## src/rtl/cpu_defs_pkg.sv

```systemverilog
// Shared definitions for the hardwired control sequencer.
// Holds opcode and ALU operation codes, the sequencer state and
// opcode-class enums, and small helpers for stepping through the
// T0..T7 control sequence.
package cpu_defs_pkg;

  // Number of control steps per instruction (T0..T7).
  localparam int unsigned T_STEPS = 8;

  // Opcodes (ir[31:27])
  localparam logic [4:0] OpLd   = 5'd0;
  localparam logic [4:0] OpLdi  = 5'd1;
  localparam logic [4:0] OpSt   = 5'd2;
  localparam logic [4:0] OpAdd  = 5'd3;
  localparam logic [4:0] OpSub  = 5'd4;
  localparam logic [4:0] OpAnd  = 5'd5;
  localparam logic [4:0] OpOr   = 5'd6;
  localparam logic [4:0] OpShr  = 5'd7;
  localparam logic [4:0] OpShl  = 5'd8;
  localparam logic [4:0] OpRor  = 5'd9;
  localparam logic [4:0] OpRol  = 5'd10;
  localparam logic [4:0] OpAddi = 5'd11;
  localparam logic [4:0] OpAndi = 5'd12;
  localparam logic [4:0] OpOri  = 5'd13;
  localparam logic [4:0] OpMul  = 5'd14;
  localparam logic [4:0] OpDiv  = 5'd15;
  localparam logic [4:0] OpNeg  = 5'd16;
  localparam logic [4:0] OpNot  = 5'd17;
  localparam logic [4:0] OpBr   = 5'd18;
  localparam logic [4:0] OpJr   = 5'd19;
  localparam logic [4:0] OpJal  = 5'd20;
  localparam logic [4:0] OpIn   = 5'd21;
  localparam logic [4:0] OpOut  = 5'd22;
  localparam logic [4:0] OpMfhi = 5'd23;
  localparam logic [4:0] OpMflo = 5'd24;
  localparam logic [4:0] OpNop  = 5'd25;
  localparam logic [4:0] OpHalt = 5'd26;

  // ALU operation codes
  localparam logic [3:0] AluAdd = 4'd0;
  localparam logic [3:0] AluSub = 4'd1;
  localparam logic [3:0] AluAnd = 4'd2;
  localparam logic [3:0] AluOr  = 4'd3;
  localparam logic [3:0] AluShr = 4'd4;
  localparam logic [3:0] AluShl = 4'd5;
  localparam logic [3:0] AluRor = 4'd6;
  localparam logic [3:0] AluRol = 4'd7;
  localparam logic [3:0] AluMul = 4'd8;
  localparam logic [3:0] AluDiv = 4'd9;
  localparam logic [3:0] AluNeg = 4'd10;
  localparam logic [3:0] AluNot = 4'd11;

  typedef enum logic [3:0] {
    StReset,
    StT0,
    StT1,
    StT2,
    StT3,
    StT4,
    StT5,
    StT6,
    StT7,
    StHalt
  } state_e;

  // Opcode classes sharing one step sequence.
  typedef enum logic [3:0] {
    ClsNop,
    ClsAlu,
    ClsImm,
    ClsLdi,
    ClsLd,
    ClsSt,
    ClsMulDiv,
    ClsUnary,
    ClsBr,
    ClsJr,
    ClsJal,
    ClsIn,
    ClsOut,
    ClsMfhi,
    ClsMflo,
    ClsHalt
  } op_class_e;

  // Final control step of each class; the instruction ends after it.
  function automatic state_e last_step(op_class_e cls);
    state_e s;
    case (cls)
      ClsNop:                        s = StT2;
      ClsAlu, ClsImm, ClsLdi:        s = StT5;
      ClsLd, ClsSt:                  s = StT7;
      ClsMulDiv, ClsBr:              s = StT6;
      ClsUnary, ClsJal:              s = StT4;
      ClsJr, ClsIn, ClsOut,
      ClsMfhi, ClsMflo, ClsHalt:     s = StT3;
      default:                       s = StT2;
    endcase
    return s;
  endfunction

  // Successor within the T0..T7 sequence.
  function automatic state_e next_step(state_e s);
    state_e n;
    case (s)
      StT0:    n = StT1;
      StT1:    n = StT2;
      StT2:    n = StT3;
      StT3:    n = StT4;
      StT4:    n = StT5;
      StT5:    n = StT6;
      StT6:    n = StT7;
      default: n = StReset;
    endcase
    return n;
  endfunction

endpackage

```

## src/rtl/op_class_decode.sv

```systemverilog
// Combinational opcode decoder.
// Ports:
//   opcode   in  5  ir[31:27]
//   op_class out 4  op_class_e value selecting the step sequence
//   alu_code out 4  ALU operation for the class's ALU step
// Undefined opcodes decode as ClsNop.
module op_class_decode
  import cpu_defs_pkg::*;
(
  input  logic [4:0] opcode,
  output logic [3:0] op_class,
  output logic [3:0] alu_code
);

  op_class_e cls;

  always_comb begin
    cls      = ClsNop;
    alu_code = AluAdd;
    case (opcode)
      OpLd:   cls = ClsLd;
      OpLdi:  cls = ClsLdi;
      OpSt:   cls = ClsSt;
      OpAdd:  begin cls = ClsAlu;    alu_code = AluAdd; end
      OpSub:  begin cls = ClsAlu;    alu_code = AluSub; end
      OpAnd:  begin cls = ClsAlu;    alu_code = AluAnd; end
      OpOr:   begin cls = ClsAlu;    alu_code = AluOr;  end
      OpShr:  begin cls = ClsAlu;    alu_code = AluShr; end
      OpShl:  begin cls = ClsAlu;    alu_code = AluShl; end
      OpRor:  begin cls = ClsAlu;    alu_code = AluRor; end
      OpRol:  begin cls = ClsAlu;    alu_code = AluRol; end
      OpAddi: begin cls = ClsImm;    alu_code = AluAdd; end
      OpAndi: begin cls = ClsImm;    alu_code = AluAnd; end
      OpOri:  begin cls = ClsImm;    alu_code = AluOr;  end
      OpMul:  begin cls = ClsMulDiv; alu_code = AluMul; end
      OpDiv:  begin cls = ClsMulDiv; alu_code = AluDiv; end
      OpNeg:  begin cls = ClsUnary;  alu_code = AluNeg; end
      OpNot:  begin cls = ClsUnary;  alu_code = AluNot; end
      OpBr:   cls = ClsBr;
      OpJr:   cls = ClsJr;
      OpJal:  cls = ClsJal;
      OpIn:   cls = ClsIn;
      OpOut:  cls = ClsOut;
      OpMfhi: cls = ClsMfhi;
      OpMflo: cls = ClsMflo;
      OpHalt: cls = ClsHalt;
      default: cls = ClsNop;
    endcase
  end

  assign op_class = cls;

endmodule

```

## src/rtl/control_unit.sv

```systemverilog
// Hardwired control sequencer for the CPU datapath.
// Steps through fetch (T0..T2) and a per-class execute sequence (T3..T7),
// decoding every datapath strobe combinationally from the state and opcode.
// Ports:
//   clk, clr        clock; synchronous active-high reset
//   ir[31:0], con   instruction register, CON flip-flop
//   stop            halt request, honoured at the next instruction boundary
//   run             high in T0..T7
//   Gra..Cout       register-file select/enable lines
//   PCout..InPortout bus drivers
//   PCin..outPortin register loads and memory strobes
//   ALUselect[3:0]  ALU operation
module control_unit
  import cpu_defs_pkg::*;
(
  input  logic        clk,
  input  logic        clr,
  input  logic [31:0] ir,
  input  logic        con,
  input  logic        stop,
  output logic        run,
  output logic        Gra,
  output logic        Grb,
  output logic        Grc,
  output logic        Rin,
  output logic        Rout,
  output logic        BAout,
  output logic        Cout,
  output logic        PCout,
  output logic        MDRout,
  output logic        HIout,
  output logic        LOout,
  output logic        ZLowout,
  output logic        ZHighout,
  output logic        InPortout,
  output logic        PCin,
  output logic        IncPC,
  output logic        IRin,
  output logic        MARin,
  output logic        MDRin,
  output logic        MDRread,
  output logic        memWrite,
  output logic        Yin,
  output logic        Zin,
  output logic        HIin,
  output logic        LOin,
  output logic        conIn,
  output logic        outPortin,
  output logic [3:0]  ALUselect
);

  state_e     state_q;
  logic       stop_pend_q;
  logic [3:0] op_class_raw;
  logic [3:0] alu_code;
  op_class_e  cls;
  logic       at_last;
  logic       unused_ir;

  op_class_decode u_decode (
    .opcode   (ir[31:27]),
    .op_class (op_class_raw),
    .alu_code (alu_code)
  );

  assign cls       = op_class_e'(op_class_raw);
  assign unused_ir = ^ir[26:0];

  // The nop/undefined early exit at T2 relies on ir already showing the new
  // opcode during T2; for all other classes the decision is taken from T3 on.
  assign at_last = (state_q == last_step(cls));
  assign run     = (state_q != StReset) && (state_q != StHalt);

  always_ff @(posedge clk) begin
    if (clr) begin
      state_q     <= StReset;
      stop_pend_q <= 1'b0;
    end else begin
      case (state_q)
        StReset: state_q <= StT0;
        StHalt:  state_q <= StHalt;
        default: begin
          if (at_last) begin
            if (cls == ClsHalt || stop || stop_pend_q) state_q <= StHalt;
            else                                         state_q <= StT0;
            stop_pend_q <= 1'b0;
          end else begin
            state_q     <= next_step(state_q);
            stop_pend_q <= stop_pend_q | stop;
          end
        end
      endcase
    end
  end

  always_comb begin
    Gra = 1'b0; Grb = 1'b0; Grc = 1'b0; Rin = 1'b0; Rout = 1'b0;
    BAout = 1'b0; Cout = 1'b0;
    PCout = 1'b0; MDRout = 1'b0; HIout = 1'b0; LOout = 1'b0;
    ZLowout = 1'b0; ZHighout = 1'b0; InPortout = 1'b0;
    PCin = 1'b0; IncPC = 1'b0; IRin = 1'b0; MARin = 1'b0; MDRin = 1'b0;
    MDRread = 1'b0; memWrite = 1'b0; Yin = 1'b0; Zin = 1'b0;
    HIin = 1'b0; LOin = 1'b0; conIn = 1'b0; outPortin = 1'b0;
    ALUselect = AluAdd;

    case (state_q)
      StT0: begin PCout = 1'b1; MARin = 1'b1; IncPC = 1'b1; end
      StT1: begin MDRread = 1'b1; MDRin = 1'b1; end
      StT2: begin MDRout = 1'b1; IRin = 1'b1; end
      StT3: begin
        case (cls)
          ClsAlu, ClsImm: begin Grb = 1'b1; Rout = 1'b1; Yin = 1'b1; end
          ClsLdi, ClsLd, ClsSt: begin Grb = 1'b1; BAout = 1'b1; Yin = 1'b1; end
          ClsMulDiv: begin Gra = 1'b1; Rout = 1'b1; Yin = 1'b1; end
          ClsUnary: begin
            Grb = 1'b1; Rout = 1'b1; Zin = 1'b1; ALUselect = alu_code;
          end
          ClsBr:   begin Gra = 1'b1; Rout = 1'b1; conIn = 1'b1; end
          ClsJr:   begin Gra = 1'b1; Rout = 1'b1; PCin = 1'b1; end
          ClsJal:  begin PCout = 1'b1; Grb = 1'b1; Rin = 1'b1; end
          ClsIn:   begin InPortout = 1'b1; Gra = 1'b1; Rin = 1'b1; end
          ClsOut:  begin Gra = 1'b1; Rout = 1'b1; outPortin = 1'b1; end
          ClsMfhi: begin HIout = 1'b1; Gra = 1'b1; Rin = 1'b1; end
          ClsMflo: begin LOout = 1'b1; Gra = 1'b1; Rin = 1'b1; end
          default: ;
        endcase
      end
      StT4: begin
        case (cls)
          ClsAlu: begin
            Grc = 1'b1; Rout = 1'b1; Zin = 1'b1; ALUselect = alu_code;
          end
          ClsImm: begin Cout = 1'b1; Zin = 1'b1; ALUselect = alu_code; end
          ClsLdi, ClsLd, ClsSt: begin Cout = 1'b1; Zin = 1'b1; ALUselect = AluAdd; end
          ClsMulDiv: begin
            Grb = 1'b1; Rout = 1'b1; Zin = 1'b1; ALUselect = alu_code;
          end
          ClsUnary: begin ZLowout = 1'b1; Gra = 1'b1; Rin = 1'b1; end
          ClsBr:    begin PCout = 1'b1; Yin = 1'b1; end
          ClsJal:   begin Gra = 1'b1; Rout = 1'b1; PCin = 1'b1; end
          default: ;
        endcase
      end
      StT5: begin
        case (cls)
          ClsAlu, ClsImm, ClsLdi: begin ZLowout = 1'b1; Gra = 1'b1; Rin = 1'b1; end
          ClsLd, ClsSt: begin ZLowout = 1'b1; MARin = 1'b1; end
          ClsMulDiv:    begin ZLowout = 1'b1; LOin = 1'b1; end
          ClsBr:        begin Cout = 1'b1; Zin = 1'b1; ALUselect = AluAdd; end
          default: ;
        endcase
      end
      StT6: begin
        case (cls)
          ClsLd:     begin MDRread = 1'b1; MDRin = 1'b1; end
          // Store data comes from the register file, not memory.
          ClsSt:     begin Gra = 1'b1; Rout = 1'b1; MDRin = 1'b1; end
          ClsMulDiv: begin ZHighout = 1'b1; HIin = 1'b1; end
          ClsBr: begin
            if (con) begin ZLowout = 1'b1; PCin = 1'b1; end
          end
          default: ;
        endcase
      end
      StT7: begin
        case (cls)
          ClsLd:   begin MDRout = 1'b1; Gra = 1'b1; Rin = 1'b1; end
          ClsSt:   memWrite = 1'b1;
          default: ;
        endcase
      end
      default: ;
    endcase
  end

endmodule
```

## config.mk

```make
export PLATFORM = sky130hd
export DESIGN_NAME = control_unit
export DESIGN_NICKNAME = d
export VERILOG_FILES = /design/src/rtl/cpu_defs_pkg.sv /design/src/rtl/op_class_decode.sv /design/src/rtl/control_unit.sv
export SDC_FILE = /design/constraint.sdc
export NUM_CORES = 1
export LEC_CHECK = 0
export BUFFER_PORTS_ARGS = -buffer_cell sky130_fd_sc_hd__buf_2
export CAP_MARGIN = 20
export CORE_AREA = 4 4 68 58
export CTS_BUF_LIST = sky130_fd_sc_hd__clkbuf_16
export DETAILED_ROUTE_END_ITERATION = 6
export DIE_AREA = 0 0 72 62
export PLACE_DENSITY = 0.69
export SLEW_MARGIN = 20
export SYNTH_ARGS = -nofsm -noshare
export SYNTH_HDL_FRONTEND = slang
export SYNTH_SLANG_ARGS = --single-unit
```

## constraint.sdc

```tcl
create_clock -name clk -period 2.7 [get_ports clk]
set_clock_uncertainty 0.1 [all_clocks]
set_input_delay 0.135 -clock clk [delete_from_list [all_inputs] [get_ports clk]]
set_output_delay 0.135 -clock clk [all_outputs]
set_load 0.01 [all_outputs]
```

After elaboration in Yosys (flattened, before gate mapping) --
Memory sizes are Yosys's and may differ from the RTL's. Index checks and enable logic that the tools add are counted.
Storage, ports and cells: bits in registers 5, ROM bits 64, bits of input ports 36, output and inout bits 32, memories kept 1
Operators by class: equality and inequality tests 51, multiplexer cells 61, bitwise operators 1, reduce and logical (&&, ||, !) cells 25
Memory list:
- (name not given) | depth 16, width 4, read ports 1, clocked after Yosys merged registers in 0, write ports 0, line cpu_defs_pkg.sv:89 | case (cls)
Operators with widths (number):
- 4-bit case mux with 15 select lines | 1
- 5-bit equality test (second input constant) | 10
- 4-bit case mux with 11 select lines | 1
- 4-bit equality test (second input constant) | 10
- 5-bit by 4-bit equality test with 1-bit output (second input constant) | 8
- 1-bit two-way mux | 38
- 4-bit by 3-bit equality test with 1-bit output (second input constant) | 8
- 4-bit case mux with 7 select lines | 1
- 7-bit OR reduction | 3
- 5-bit by 3-bit equality test with 1-bit output (second input constant) | 4
- 4-bit by 2-bit equality test with 1-bit output (second input constant) | 4
- 4-bit two-way mux | 4
- 4-bit case mux with 2 select lines | 2
- 1-bit case mux with 3 select lines | 5
- 3-bit OR reduction | 5
- 1-bit case mux with 2 select lines | 7
- 2-bit OR reduction | 7
- 5-bit by 2-bit equality test with 1-bit output (second input constant) | 2
- 4-bit by 1-bit equality test with 1-bit output (second input constant) | 2
- 4-bit OR reduction | 2
- 8-bit OR reduction | 1
- 6-bit OR reduction | 1
- 5-bit by 1-bit equality test with 1-bit output (second input constant) | 1
- 5-bit zero test | 1
- other kinds (9) | 10

Logic depth before layout (Yosys ltp) --
depth in word-level cells 9, depth in mapped cells 8

Modules after synthesis --
Synthesis repeated with hierarchy kept, for this count alone.
Unflattened totals: cell total of the unflattened synthesis 198, area total of the unflattened synthesis 1271.2 µm²
Modules (own cells, without submodules):
- control_unit | times used 1, cells each 156, area each 987.2 µm², seq. area each 100.1 µm²
- op_class_decode | times used 1, cells each 42, area each 284.0 µm², seq. area each 0.0 µm²

Worst setup path before layout --
Ideal clock, no wire load.
path type reg-to-output, from reg state_q[2], to out LOout, arrival 1.486 ns, data required time 2.465 ns, path slack 0.979 ns, stages on the path, launching flop included 6, cells stage by stage dfxtp_1 buf_2 nand2_2 or3_1 clkbuf_1 nor4_1
On the way: longest elaborated chain between the ends 2
Ends and longest elaborated chain:
- from (decl) | line control_unit.sv:52 | state_e state_q;
- from (signal assigned) | line control_unit.sv:76 | state_q <= StReset;
- from (signal assigned) | line control_unit.sv:80 | StReset: state_q <= StT0;
- from (signal assigned) | line control_unit.sv:81 | StHalt: state_q <= StHalt;
- 4-bit by 3-bit equality test with 1-bit output | line control_unit.sv:106 | case (state_q)
- 1-bit two-way mux | line control_unit.sv:106
- to (decl) | line control_unit.sv:32 | output logic LOout,
Every way passes these cells.

Final worst setup path --
from reg state_q[1], to out Gra
On the way: longest elaborated chain between the ends 2, elaborated cells on any way between the ends 6
Ends and longest elaborated chain:
- 4-bit equality test / 4-bit by 3-bit equality test with 1-bit output (equally long branches) | line control_unit.sv:106
- 1-bit case mux with 5 select lines * | line control_unit.sv:106
- to (decl) | line control_unit.sv:22 | output logic Gra,
Mark *: on every way between the ends. The rest lies on a longest branch, timed or not.

==> results by group <==
Floorplan
  – Initial core utilization: 38.7%
  – Die Span Y: about 62 um
  – Row count: 19
  – Die area: 4460 sq um
  – Core ar.: ~3300 sq um
  – I/O pins: 68
  – Die X: 72 um

Status
  – Outcome: finished clean

Setup path
  – Slowest CP cell: dfxtp_1
  – Family with the most delay on the worst path: flip-flops
  – Crit path max fanout: 21
  – Bufs and invs on worst path: 1
  – Cells along the critical path: nand2_1, o41ai_1, a22oi_1, o221ai_1, buf_2
  – Setup Crit Path Kind: flip-flop to primary output
  – Data arrival time of the critical path: 2.18 ns
  – Critical Path End Type: primary output
  – Worst path max stage delay: slightly below 0.8 ns
  – Worst path required time: 2.47 ns
  – Startpoint Class: flip-flop

Route
  – Via density per instance: 6.15
  – Pre-antenna DRT Iters: 5
  – Drt drc: 0
  – First DRT Iteration DRCs: 238
  – WL per Instance: about 15 um
  – Antenna Nets Post-Route: 0
  – Routed wire length: 3.87 mm
  – Via count: 1,587

GRT
  – GR Util met3: 3.38%
  – First-pass GRT wire length: approximately 6.2 mm
  – Met2 usage in global routing: 26.2%
  – Global route overflow: 0
  – Number of global-route vias before repair: 1,305
  – Largest net degree at the start of global routing: 32
  – Tot GR Track Use: approximately 17%
  – Most Crowded Layer GR: met2
  – Antenna violations before repair: 0
  – GR Util met1: between 20% and 30%

Yosys
  – Mapped Cells: about 190
  – Post-synth EDFFs: 0
  – Register bit total from synthesis: 5
  – Syn Nets: 227
  – Yosys Warn Count: 0
  – Yosys cell types: 59
  – Syn_area_per_cell: approximately 6.6 sq um
  – Synthesized area: ~1300 sq um
  – FFs w/ async S/R, synth: 0%
  – Main synth FF type: dfxtp_1
  – Sequential share of the synthesized area: 7.89%

Clocking
  – CTS tree: built
  – Root Buffer: clkbuf_16
  – Post-CTS setup buffers: 0
  – Post-CTS Resized: 0
  – Later-pin clock latency in the skew report: approximately 0.23 ns
  – H-tree depth: 1
  – Clk sink count: 5
  – Clk buf depth: 2
  – CTS buffer count: 3
  – CTS clock-pin slew for the worst setup and hold paths: 0.03 ns
  – Hold Buf Count CTS: 0

Pwr
  – P_int: approximately 0.35 mW
  – Psw: 0.200 mW
  – Logic pwr share: between 30% and 40%
  – P per Cell Area: 375 nW/um^2
  – Clock Power Share: ~44%
  – Sw frac: 36.3%
  – Worst VDD drop: 0.000329 V
  – Flop pwr share: 18.8%
  – Leak pwr: 0.624 nW

Timing
  – RSZ-0062 raised after global routing: false
  – Endpoints failing hold: 0
  – Least-Margin Pin Slew: about 0.74 ns
  – Crit path time final: around 2.4 ns
  – TNS Setup: 0 ns
  – Min Hold Slack: 0.0192 ns
  – Tcrit/Tclk final: 89.5%
  – FMAX: about 0.41 GHz
  – Max-slew headroom: 50.7%
  – Final count of negative-setup-slack endpoints: 0
  – Final Slew Violations: 0

Placed design
  – HPWL after DPL: approximately 2.8 mm
  – PortBufs: 40
  – Placed instance count: 254
  – Final GP Congestion: about 0.86

Cells and area
  – # fillers: roughly 350
  – Share of cells above drive strength 1: 26.4%
  – Area Overhead vs Synth: 15.7%
  – Fin cells: roughly 260
  – Ant diodes: 0
  – Final #Nets: 253

Hold path
  – Min-Delay Path Class: input port to flip-flop

Job
  – Max Cap Violations: 0
-- routing by layer --
layer  up-vias  part of all wire [%]  routed length [um]
li1        775                     -                   -
met1       722                    46                1780
met2        90                    44                1680
met3         0                    10                 402
met4         0                     0                   0
met5         -                     0                   0
-- layout by cell type (no fill, tap or decap), types with 3 or more instances in the layout --
cell and n:
nor3_2 3, nand2_1 17, o21ai_1 5, o21ai_0 7
dfxtp_1 5, a22oi_1 4, inv_1 7, or3_1 3
buf_2 40, and3_1 5, nor2b_1 4, nor2_1 15
a31oi_1 5, clkbuf_16 3, a21oi_1 16, nor3_1 15
nor4_1 3, nand2b_1 5, nor3b_1 3, mux2i_1 3
-- flip-flops by register name (all words and copies together), names as in the netlist --
name / flops
state_q: 4
stop_pend_q: 1
-- synth_stat cells (all sizes together) (3+ instances only) --
| library cell | number | share of area (%) |
|---|---|---|
| clkbuf | 3 | 0.89 |
| a22oi | 4 | 2.4 |
| nor4 | 4 | 2.5 |
| nand2 | 19 | 6.0 |
| buf | 17 | 10 |
| nand2b | 5 | 2.5 |
| a21oi | 16 | 6.3 |
| nor3 | 18 | 8.3 |
| and3 | 5 | 2.5 |
| a31oi | 5 | 2.5 |
| mux2i | 3 | 2.4 |
| inv | 7 | 2.1 |
| or3 | 3 | 1.5 |
| o221ai | 3 | 2.6 |
| o31ai | 3 | 2.2 |
| nor2 | 15 | 4.4 |
| nor2b | 4 | 2.0 |
| dfxtp | 5 | 7.9 |
| nor3b | 4 | 2.8 |
| o21ai | 12 | 4.7 |
-- area by class of cell --
cell class / instances / area, sq um / share of cell area [%]
well taps: 42 / 52.6 / 3.58
flip-flops and latches: 5 / 100 / 6.82
multi-input cells: 158 / 998 / 68.0
clock buffers: 3 / 75.1 / 5.12
repair buffers: 41 / 208 / 14.2
inverters: 8 / 30.0 / 2.05
clock inverters: 1 / 3.75 / 0.256
-- stage by stage --
step	cell area (sq um)	setup slack (ns)	util [%]	power [mW]
2_1_floorplan	1270	0.979	-	0.263
3_3_place_gp	1390	0.599	42.3	0.303
3_5_place_dp	1390	0.558	42.3	0.304
4_1_cts	1470	0.332	44.7	0.550
5_1_grt	1470	0.203	44.7	0.584
6_report	1470	0.285	44.7	0.551
-- cells by family (layout without fill, tap and decap cells) --
| group | count (synthesis) | after routing | share of synthesized area (%) |
|---|---|---|---|
| and+or+nand+nor | 84 | 84 | 35.9 |
| AOI/OAI and AO/OA | 70 | 70 | 39.7 |
| buffers and inverters | 28 | 53 | 13.4 |
| DFF | 5 | 5 | 7.89 |
| muxes | 3 | 3 | 2.37 |
| xor gates and xnor gates | 1 | 1 | 0.690 |
-- power by group through the flow --
stage / clock network [mW] / logic, mW / registers (mW)
after global placement: 0 / 0.201 / 0.102
after CTS: 0.245 / 0.203 / 0.102
after global routing: 0.252 / 0.227 / 0.104
final: 0.243 / 0.205 / 0.103
after detailed placement: 0 / 0.201 / 0.103
after floorplan: 0 / 0.178 / 0.0852
-- path summary, 6_finish.rpt --
check	from	end	slack [ns]	cells after the start
setup reg to reg	state_q[2]$_SDFF_PP0_	state_q[3]$_SDFF_PP0_	0.79	5
hold / removal	clr	state_q[0]$_SDFF_PP0_	0.02	2
setup / recovery	state_q[1]$_SDFF_PP0_	Gra	0.28	5
hold reg to reg	stop_pend_q$_SDFFE_PP0P_	stop_pend_q$_SDFFE_PP0P_	0.42	2
Note: power is estimated with default switching activity, not from simulation.
